### config.mk
export PLATFORM = sky130hd
export DESIGN_NAME = sprite_eval_ctrl
export DESIGN_NICKNAME = d
export VERILOG_FILES = /design/src/rtl/sprite_eval_ctrl.sv
export SDC_FILE = /design/constraint.sdc
export NUM_CORES = 1
export LEC_CHECK = 0
export ABC_AREA = 0
export CAP_MARGIN = 0
export CORE_AREA = 2 2 86 88
export DETAILED_ROUTE_END_ITERATION = 10
export DIE_AREA = 0 0 88 90
export HOLD_SLACK_MARGIN = 0.02
export PLACE_DENSITY = 0.76
export SETUP_SLACK_MARGIN = 0.15
export SLEW_MARGIN = 20
export SYNTH_ARGS = -nofsm -noshare
export SYNTH_HDL_FRONTEND = slang
export SYNTH_SLANG_ARGS = --single-unit
### constraint.sdc
create_clock -name clk -period 2.8 [get_ports clk]
set_clock_uncertainty 0.2 [all_clocks]
set_input_delay 0.56 -clock clk [delete_from_list [all_inputs] [get_ports clk]]
set_output_delay 0.56 -clock clk [all_outputs]
set_load 0.03 [all_outputs]
### src/rtl/sprite_eval_ctrl.sv
// Per-scanline sprite evaluation sequencer.
// Walks all 64 OAM entries through the registered RAM read port, selects
// up to MAX_SPRITES entries covering the latched scanline (lowest index
// first) and writes them to the line buffer with Y replaced by row offset.
module sprite_eval_ctrl #(
    parameter int SPRITE_HEIGHT = 16,
    parameter int MAX_SPRITES   = 8
) (
    input  logic        clk,
    input  logic        reset_n,
    input  logic        start,
    input  logic [7:0]  scanline,
    output logic [5:0]  oam_read_addr,
    input  logic [31:0] oam_read_data,
    output logic        sel_we,
    output logic [3:0]  sel_index,
    output logic [31:0] sel_data,
    output logic [3:0]  sel_count,
    output logic        overflow,
    output logic        busy,
    output logic        done
);

    localparam logic [8:0] HEIGHT9 = 9'(SPRITE_HEIGHT);
    localparam logic [3:0] MAXC    = 4'(MAX_SPRITES);

    typedef enum logic [1:0] {IDLE, SCAN, DRAIN} state_t;

    state_t      state_q, state_d;
    logic [5:0]  addr_q, addr_d;
    logic [7:0]  line_q, line_d;
    logic        rd_vld_q, rd_vld_d;   // oam_read_data carries a scanned entry this cycle
    logic        drain_q, drain_d;     // second DRAIN cycle
    logic        busy_q, busy_d;
    logic        done_q, done_d;
    logic        sel_we_q, sel_we_d;
    logic [3:0]  sel_index_q, sel_index_d;
    logic [31:0] sel_data_q, sel_data_d;
    logic [3:0]  sel_count_q, sel_count_d;
    logic        overflow_q, overflow_d;

    logic [7:0]  entry_y;
    logic [8:0]  diff;
    logic        hit;

    // Row offset at 9 bits: a borrow (diff[8]) means Y lies below the line, so no wrap-around hits.
    assign entry_y = oam_read_data[31:24];
    assign diff    = {1'b0, line_q} - {1'b0, entry_y};
    assign hit     = rd_vld_q && !diff[8] && ({1'b0, diff[7:0]} < HEIGHT9) && (entry_y != 8'hFF);

    // Next-state: sequencing plus selection of the entry currently on the read port.
    always_comb begin
        state_d     = state_q;
        addr_d      = addr_q;
        line_d      = line_q;
        rd_vld_d    = (state_q == SCAN);
        drain_d     = drain_q;
        busy_d      = busy_q;
        done_d      = 1'b0;
        sel_we_d    = 1'b0;
        sel_index_d = sel_index_q;
        sel_data_d  = sel_data_q;
        sel_count_d = sel_count_q;
        overflow_d  = overflow_q;

        case (state_q)
            IDLE: begin
                if (start) begin
                    state_d     = SCAN;
                    addr_d      = 6'd0;
                    line_d      = scanline;
                    sel_count_d = 4'd0;
                    overflow_d  = 1'b0;
                    busy_d      = 1'b1;
                end
            end
            SCAN: begin
                if (addr_q == 6'd63) begin
                    state_d = DRAIN;
                    drain_d = 1'b0;
                end else begin
                    addr_d = addr_q + 6'd1;
                end
            end
            DRAIN: begin
                // Two cycles: one for the last read to return, one for its write.
                if (drain_q) begin
                    state_d = IDLE;
                    drain_d = 1'b0;
                    busy_d  = 1'b0;
                    done_d  = 1'b1;
                end else begin
                    drain_d = 1'b1;
                end
            end
            default: state_d = IDLE;
        endcase

        // Hits only occur during SCAN/DRAIN, so they never collide with the start clear.
        if (hit) begin
            if (sel_count_q < MAXC) begin
                sel_we_d    = 1'b1;
                sel_index_d = sel_count_q;
                sel_data_d  = {diff[7:0], oam_read_data[23:0]};
                sel_count_d = sel_count_q + 4'd1;
            end else begin
                overflow_d = 1'b1;
            end
        end
    end

    // State and registered outputs; async reset kills any in-flight write.
    always_ff @(posedge clk or negedge reset_n) begin
        if (!reset_n) begin
            state_q     <= IDLE;
            addr_q      <= 6'd0;
            line_q      <= 8'd0;
            rd_vld_q    <= 1'b0;
            drain_q     <= 1'b0;
            busy_q      <= 1'b0;
            done_q      <= 1'b0;
            sel_we_q    <= 1'b0;
            sel_index_q <= 4'd0;
            sel_data_q  <= 32'd0;
            sel_count_q <= 4'd0;
            overflow_q  <= 1'b0;
        end else begin
            state_q     <= state_d;
            addr_q      <= addr_d;
            line_q      <= line_d;
            rd_vld_q    <= rd_vld_d;
            drain_q     <= drain_d;
            busy_q      <= busy_d;
            done_q      <= done_d;
            sel_we_q    <= sel_we_d;
            sel_index_q <= sel_index_d;
            sel_data_q  <= sel_data_d;
            sel_count_q <= sel_count_d;
            overflow_q  <= overflow_d;
        end
    end

    assign oam_read_addr = addr_q;
    assign sel_we        = sel_we_q;
    assign sel_index     = sel_index_q;
    assign sel_data      = sel_data_q;
    assign sel_count     = sel_count_q;
    assign overflow      = overflow_q;
    assign busy          = busy_q;
    assign done          = done_q;

endmodule

==> results of run 1 <==
==> final cells by class <==
cell class / instances / share of cell area (%)
Tap cell: 99 / 2.73
Sequential cell: 62 / 34.2
Clock inverter: 7 / 2.29
Clock buffer: 9 / 2.73
Timing Repair Buffer: 118 / 25.5
Inverter: 14 / 1.74
Timing Repair inverter: 3 / 0.883
Multi-Input combinational cell: 152 / 29.9
==> metrics by stage <==
stage	setup TNS [ps]	setup slack (ps)	utilization, %
detailed placement	-27030	-748	57.3
global route	-3520	-140	64.6
CTS	-370	-29.5	61.8
finish	-289	-27.8	64.6
floorplan	0	29.0	-
global placement	-21870	-606	57.3
==> worst paths after layout <==
| path | slack [ps] | from | depth (start not counted) | to |
|---|---|---|---|---|
| min in group clk | 290 | line_q[7] | 2 | line_q[7] |
| hold / removal | 150 | reset_n | 2 | sel_data[3] |
| setup / recovery | -30 | line_q[0] | 12 | sel_data[21] |
| setup reg to reg | -30 | line_q[0] | 12 | sel_data[21] |
| hold reg to reg | 290 | line_q[7] | 2 | line_q[7] |
| max in group asynchronous | 1710 | reset_n | 2 | state_q[0] |
==> cell usage after synthesis (2+ instances only) <==
library cell / count
a21o_1: 3
a21oi_1: 9
and2_1: 6
and3_1: 2
buf_12: 2
clkbuf_1: 3
dfrtp_1: 62
ha_1: 10
inv_1: 13
mux2_2: 4
mux2_4: 26
mux2i_1: 2
nand2_1: 31
nand3_1: 7
nand3b_1: 2
nand4_1: 5
nor2_1: 10
nor2b_1: 5
o21a_1: 2
o21ai_0: 8
o22ai_1: 2
xnor2_1: 2
xor2_1: 5
==> power groups by stage <==
stage	clock [mW]	combinational [mW]	sequential, mW
finish	0.906	0.128	0.895
global route	0.962	0.140	0.895
CTS	0.923	0.125	0.895
detailed placement	0	0.120	0.913
global placement	0	0.118	0.913
floorplan	0	0.0251	0.913
==> routing by layer <==
layer | part of all wire (%) | global-route usage, %
met5 | 0 | 0
met4 | 2.6 | 8.21
met3 | 4.6 | 4.78
met2 | 51 | 30.9
met1 | 42 | 24.9
==> logic make-up after synthesis <==
kind of cell / after synthesis
AND/OR/NAND/NOR: 71
multiplexers: 32
XOR/XNOR: 7
adder cells (fa/ha/maj): 11
flip-flops: 62
buffers and inverters: 20
AO/OA/AOI/OAI: 31
==> worst max-delay path, delay by kind of cell, from the launching register on <==
family | cells | cell delay [ps]
AO/OA/AOI/OAI | 3 | 740
adder cells (fa/ha/maj) | 2 | 470
multiplexers | 2 | 460
flip-flops | 1 | 380
buffers and inverters | 4 | 380
AND/OR/NAND/NOR | 1 | 90
==> registers in the layout, indices dropped and copies added, names as in the netlist <==
name,flops
sel_we,1
oam_read_addr,6
done,1
busy,1
state_q,2
sel_data,32
overflow,1
drain_q,1
sel_index,4
line_q,8
sel_count,4
rd_vld_q,1
==> timing repair <==
action                                  CTS  global route
buffers inserted                          4             4
pin swaps                                 5            14
endpoints found under the hold margin     0             0
endpoints found under the setup margin   42            41
resized for setup                        16            29
gates cloned                              0             3
==> reports/results.txt, run 1 <==
Synth top area share - 53.6%
Post-Place Cells - 437
#FFs+latches synth - 62
Commonest non-fill, non-tap cell in the layout - clkdlybuf4s50_1
I/O pins - 93
FFs w/ async S/R, synth - 100%
Worst setup margin - -27.8 ps
Die Width - 88 um
Slew HR - 47.8%
Max-cap viol count - 0
Cell area after synthesis - 0.00289 mm^2
H-Tree Depth - 3
Clock tree sinks - 62
Non-filler cells, final - 464
I/O Buffers - 92
Via density - 4.80
Initial DRC count - 92
Largest net degree at the start of global routing - 63
Post-DR wirelength/cell - 16.3 um
Post-synthesis adder-cell area fraction - 5.02%
Prevailing post-synth register cell - dfrtp_1
Nature of the critical path startpoint - flip-flop
Slew Viols, Final - 0
Root Driver - clkbuf_8
Fin area - 0.00453 mm^2
Power Total - 1.93 mW
Final Hold Vio Count - 0
Clock share of power - 47.0%
Cts hold-fix bufs - 0
Area contributors post-synth - dfrtp_1 (54%), mux2_4 (13%), ha_1 (4.3%)
Post-Syn Nets - 288
First-pass GRT wire length - 11700 um
CP max-delay cell - dfrtp_1
Final net count - 414
Combinational share of power - 6.6%
Antenna Violating Nets Remaining - 0
Peak supply drop - 287 uV
Post-synth EDFFs - 0
Post-synthesis xor/xnor area fraction - 2.12%
Critical Path RT - 2840 ps
Inserted Diodes - 0
Reg clk slew, reported paths - 80 ps
Simple-Gate Fraction of Synth Area - 12.0%
Largest family of logic cells by synthesized area - multiplexers
Initial antenna violation count - 0
Fill cells - 520
Status - finished, violations left
Core area - 0.00702 mm^2
DP Area - 0.00402 mm^2
Synth area leader - dfrtp_1
Synth cell types - 36
Multi-input logic area - 0.00136 mm^2
Post-synthesis mux area share - 15.7%
RSZ-0062 raised after global routing - true
Gr ovfl total - 0
Gpl congestion - 0.784
Crit path DAT - 2870 ps
Failing checks - negative setup slack
Clock Latency Late Sink - 350 ps
WS Path Type - reg2reg
FF+latch area - 0.00155 mm^2
Vias in the first global route - 2354
Crit Path Max Fanout - 7
Clock buffer depth - 2
Synth Area in Compound Gates - 7.22%
Pwr per Cell Area - 425 mW/mm^2
Worst-Margin Slew - 783 ps
Detailed Route WL - 7540 um
Die area - 0.00792 mm^2
Overall routing resource usage - 19.4%
Syn Inst Count - 234
CTS tree - yes
CP dominant cell by count - inv_2
Post-DP HPWL - 4910 um
Sw Pwr - 445 uW
# setup viols final - 20
Mean Syn Cell Area - 12.4 um^2
Crit end category - flip-flop
Worst hold slack - 153 ps
Hold Path Class - in2async
Vias - 2225
Total iterations of the first detailed-routing run - 4
Ys Warns - 0
Row cnt - 31
P_int - 1.48 mW
Initial Utilization - 41.2%
Share of cells above drive strength 1 - 29.9%
Die Y-Extent - 90 um
Most frequent cells in the layout - clkdlybuf4s50_1 (85), dfrtp_1 (62), nand2_1 (31)
Max incr delay on CP - 380 ps
Reg power frac - 46.4%
Fmax achieved - 354 MHz
Post-route minimum period - 2830 ps
Final period util - 101%
Post-synthesis sequential area ratio - 53.6%
Area delta synth->final - 56.7%
LEAKAGE - 2.14 nW
DRC - 0
Sw Ratio - 23.1%
Cts bufs inserted - 9
Worst-path cell chain - inv_2, ha_4, inv_2, fa_2, a21o_1, a221oi_2, mux2i_1, a21oi_4, nand2_8, buf_12, inv_6, mux2_4
No activity file was read; power rests on OpenSTA's default activity.
==> run 2, diff against run 1 <==
Settings changed: SKIP_CTS_REPAIR_TIMING set to 1.
==> run 2 against run 1 <==
Compared with the run above:
- the flow still finishes with violations (negative setup slack)
- critical path type is now in2reg
- worst setup slack worse by 52 ps
- highest routed layer unchanged
- hold slack improved by 13 ps
- largest cell class unchanged
- global-route usage shrank 0.46 points
- sequential cell count unchanged
- combinational power about the same
==> reports/results.txt, run 2 (synthesized netlist as in run 1, its figures left out) <==
Status - finished, violations left
Failing checks - negative setup slack
Max FFs per register - 32 (unchanged)
Clock share of power - 46.8% (-0.2 points)
Core area - 0.00702 mm^2 (unchanged)
Worst-path cell chain - clkdlybuf4s50_1, inv_1, ha_4, a21o_1, a221oi_2, mux2i_1, a21oi_4, nand2_8, buf_8, mux2_4
Worst-Margin Slew - 790 ps (+7.03 ps)
Pwr per Cell Area - 431 mW/mm^2 (+1.4%)
Initial DRC count - 87 (-5.4%)
Post-Place Cells - 437 (unchanged)
Commonest non-fill, non-tap cell in the layout - clkdlybuf4s50_1
CP max-delay cell - clkdlybuf4s50_1
Sw Ratio - 22.7% (-0.39 points)
Antenna Violating Nets Remaining - 0 (unchanged)
Reg clk slew, reported paths - 80 ps (about the same)
Die Y-Extent - 90 um (unchanged)
Inserted Diodes - 0 (unchanged)
Place WS - -748 ps (unchanged)
Area delta synth->final - 53.8%
Clock tree sinks - 62 (unchanged)
# setup viols final - 36 (+80%)
Vias - 2185 (-1.8%)
H-Tree Depth - 3 (unchanged)
Cts bufs inserted - 9 (unchanged)
Final period util - 103% (+1.8 points)
Vias in the first global route - 2314 (-1.7%)
Initial antenna violation count - 0 (unchanged)
Post-DR wirelength/cell - 15.4 um (-5.4%)
Critical Path RT - 2830 ps (about the same)
Root Driver - clkbuf_8
Total Neg Setup Slack - -1810 ps (-1520 ps)
P_int - 1.48 mW (about the same)
Sw Pwr - 436 uW (-2.2%)
Post-route minimum period - 2880 ps (+51.6 ps)
Post-layout util - 63.4% (-1.2 points)
Worst setup margin - -79.3 ps (-51.6 ps)
Post-DP HPWL - 4910 um (unchanged)
Most frequent cells in the layout - clkdlybuf4s50_1 (89), dfrtp_1 (62), nand2_1 (31)
Peak supply drop - 216 uV (-25%)
Power Total - 1.92 mW (-0.49%)
Gpl congestion - 0.784 (unchanged)
Crit path buf inv count - 3 (-1)
DRC - 0 (unchanged)
Max-cap viol count - 0 (unchanged)
Total iterations of the first detailed-routing run - 4 (unchanged)
WS Path Type - in2reg
Largest net degree at the start of global routing - 63 (unchanged)
Row cnt - 31 (unchanged)
Via density - 4.75 (-0.94%)
Combinational share of power - 6.6% (about the same)
Non-filler cells, final - 460 (-0.86%)
Slew HR - 47.4% (-0.47 points)
Final net count - 410 (-0.97%)
Nature of the critical path startpoint - input pin
Final Hold Vio Count - 0 (unchanged)
Clock Latency Late Sink - 340 ps (about the same)
Max incr delay on CP - 490 ps (+110 ps)
Slew Viols, Final - 0 (unchanged)
Crit Path Max Fanout - 5 (-2)
Crit end category - flip-flop
Crit path max-delay family - buffers and inverters
Die area - 0.00792 mm^2 (unchanged)
Clock buffer depth - 2 (unchanged)
Hold Path Class - in2async
Die Width - 88 um (unchanged)
Overall routing resource usage - 18.9% (-0.46 points)
Gr ovfl total - 0 (unchanged)
Crit path DAT - 2910 ps (+40 ps)
First-pass GRT wire length - 11400 um (-2.4%)
CTS tree - yes
Initial Utilization - 41.2% (unchanged)
Fmax achieved - 347 MHz (-1.8%)
Detailed Route WL - 7070 um (-6.2%)
I/O pins - 93 (unchanged)
LEAKAGE - 2.09 nW (-2.7%)
RSZ-0062 raised after global routing - true
Share of cells above drive strength 1 - 26.3% (-3.5 points)
I/O Buffers - 92 (unchanged)
Reg power frac - 46.6% (+0.2 points)
[run 2: worst paths after layout]
kind	slack (ps)	depth (start not counted)	endpoint	from
worst max-delay path	-80	10	sel_index[0]	oam_read_data[28]
worst max register to register	-60	11	sel_index[0]	line_q[0]
worst min register to register	290	2	line_q[7]	line_q[7]
worst min-delay path	170	2	sel_data[1]	reset_n
min in group clk	290	2	line_q[7]	line_q[7]
max in group asynchronous	1700	2	oam_read_addr[5]	reset_n
[run 2: final cells by class]
class	count	area, um^2
Timing Repair Buffer	115	1100
Timing Repair inverter	2	27.5
Fill cell	532	2570
Clock inverter	7	104
Inverter	14	78.8
Sequential cell	62	1550
Multi-Input combinational cell	152	1340
Tap cell	99	124
Clock buffer	9	124
[run 2: stage by stage]
| step | cell area (um^2) | hold WS (ps) |
|---|---|---|
| floorplan | 2910 | 64.4 |
| global placement | 4020 | 270 |
| detailed placement | 4020 | 273 |
| CTS | 4250 | 186 |
| global route | 4450 | 231 |
| finish | 4450 | 166 |
[run 2: metal layers]
layer | global-route usage (%) | part of all wire (%) | routed length, um | vias up
li1 | - | - | - | 1045
met1 | 24.1 | 42 | 2980 | 1076
met2 | 30.2 | 52 | 3650 | 57
met3 | 4.68 | 4.9 | 343 | 7
met4 | 8.21 | 1.3 | 91 | 0
met5 | 0 | 0 | 0 | -
[run 2: power by group through the flow]
stage          Sequential [mW]  Clock (mW)  Combinational [mW]
2_1_floorplan            0.913           0              0.0251
3_3_place_gp             0.913           0               0.118
3_5_place_dp             0.913           0               0.120
4_1_cts                  0.895       0.923               0.121
5_1_grt                  0.895       0.963               0.138
6_report                 0.895       0.898               0.126
[run 2: worst register-to-register path, stage by stage (launching register included)]
cell	delay [ps]
dfrtp_1	370
inv_2	90
ha_4	130
inv_2	40
fa_2	380
a21o_1	220
a221oi_2	300
mux2i_1	320
a21oi_4	80
nand2_8	170
buf_8	150
mux2_4	300
==> run 3, diff against run 2 <==
Settings changed: CAP_MARGIN 0 to not set.
==> results of run 3 <==
The final DEF is identical to that of run 2; final timing and power are the same.
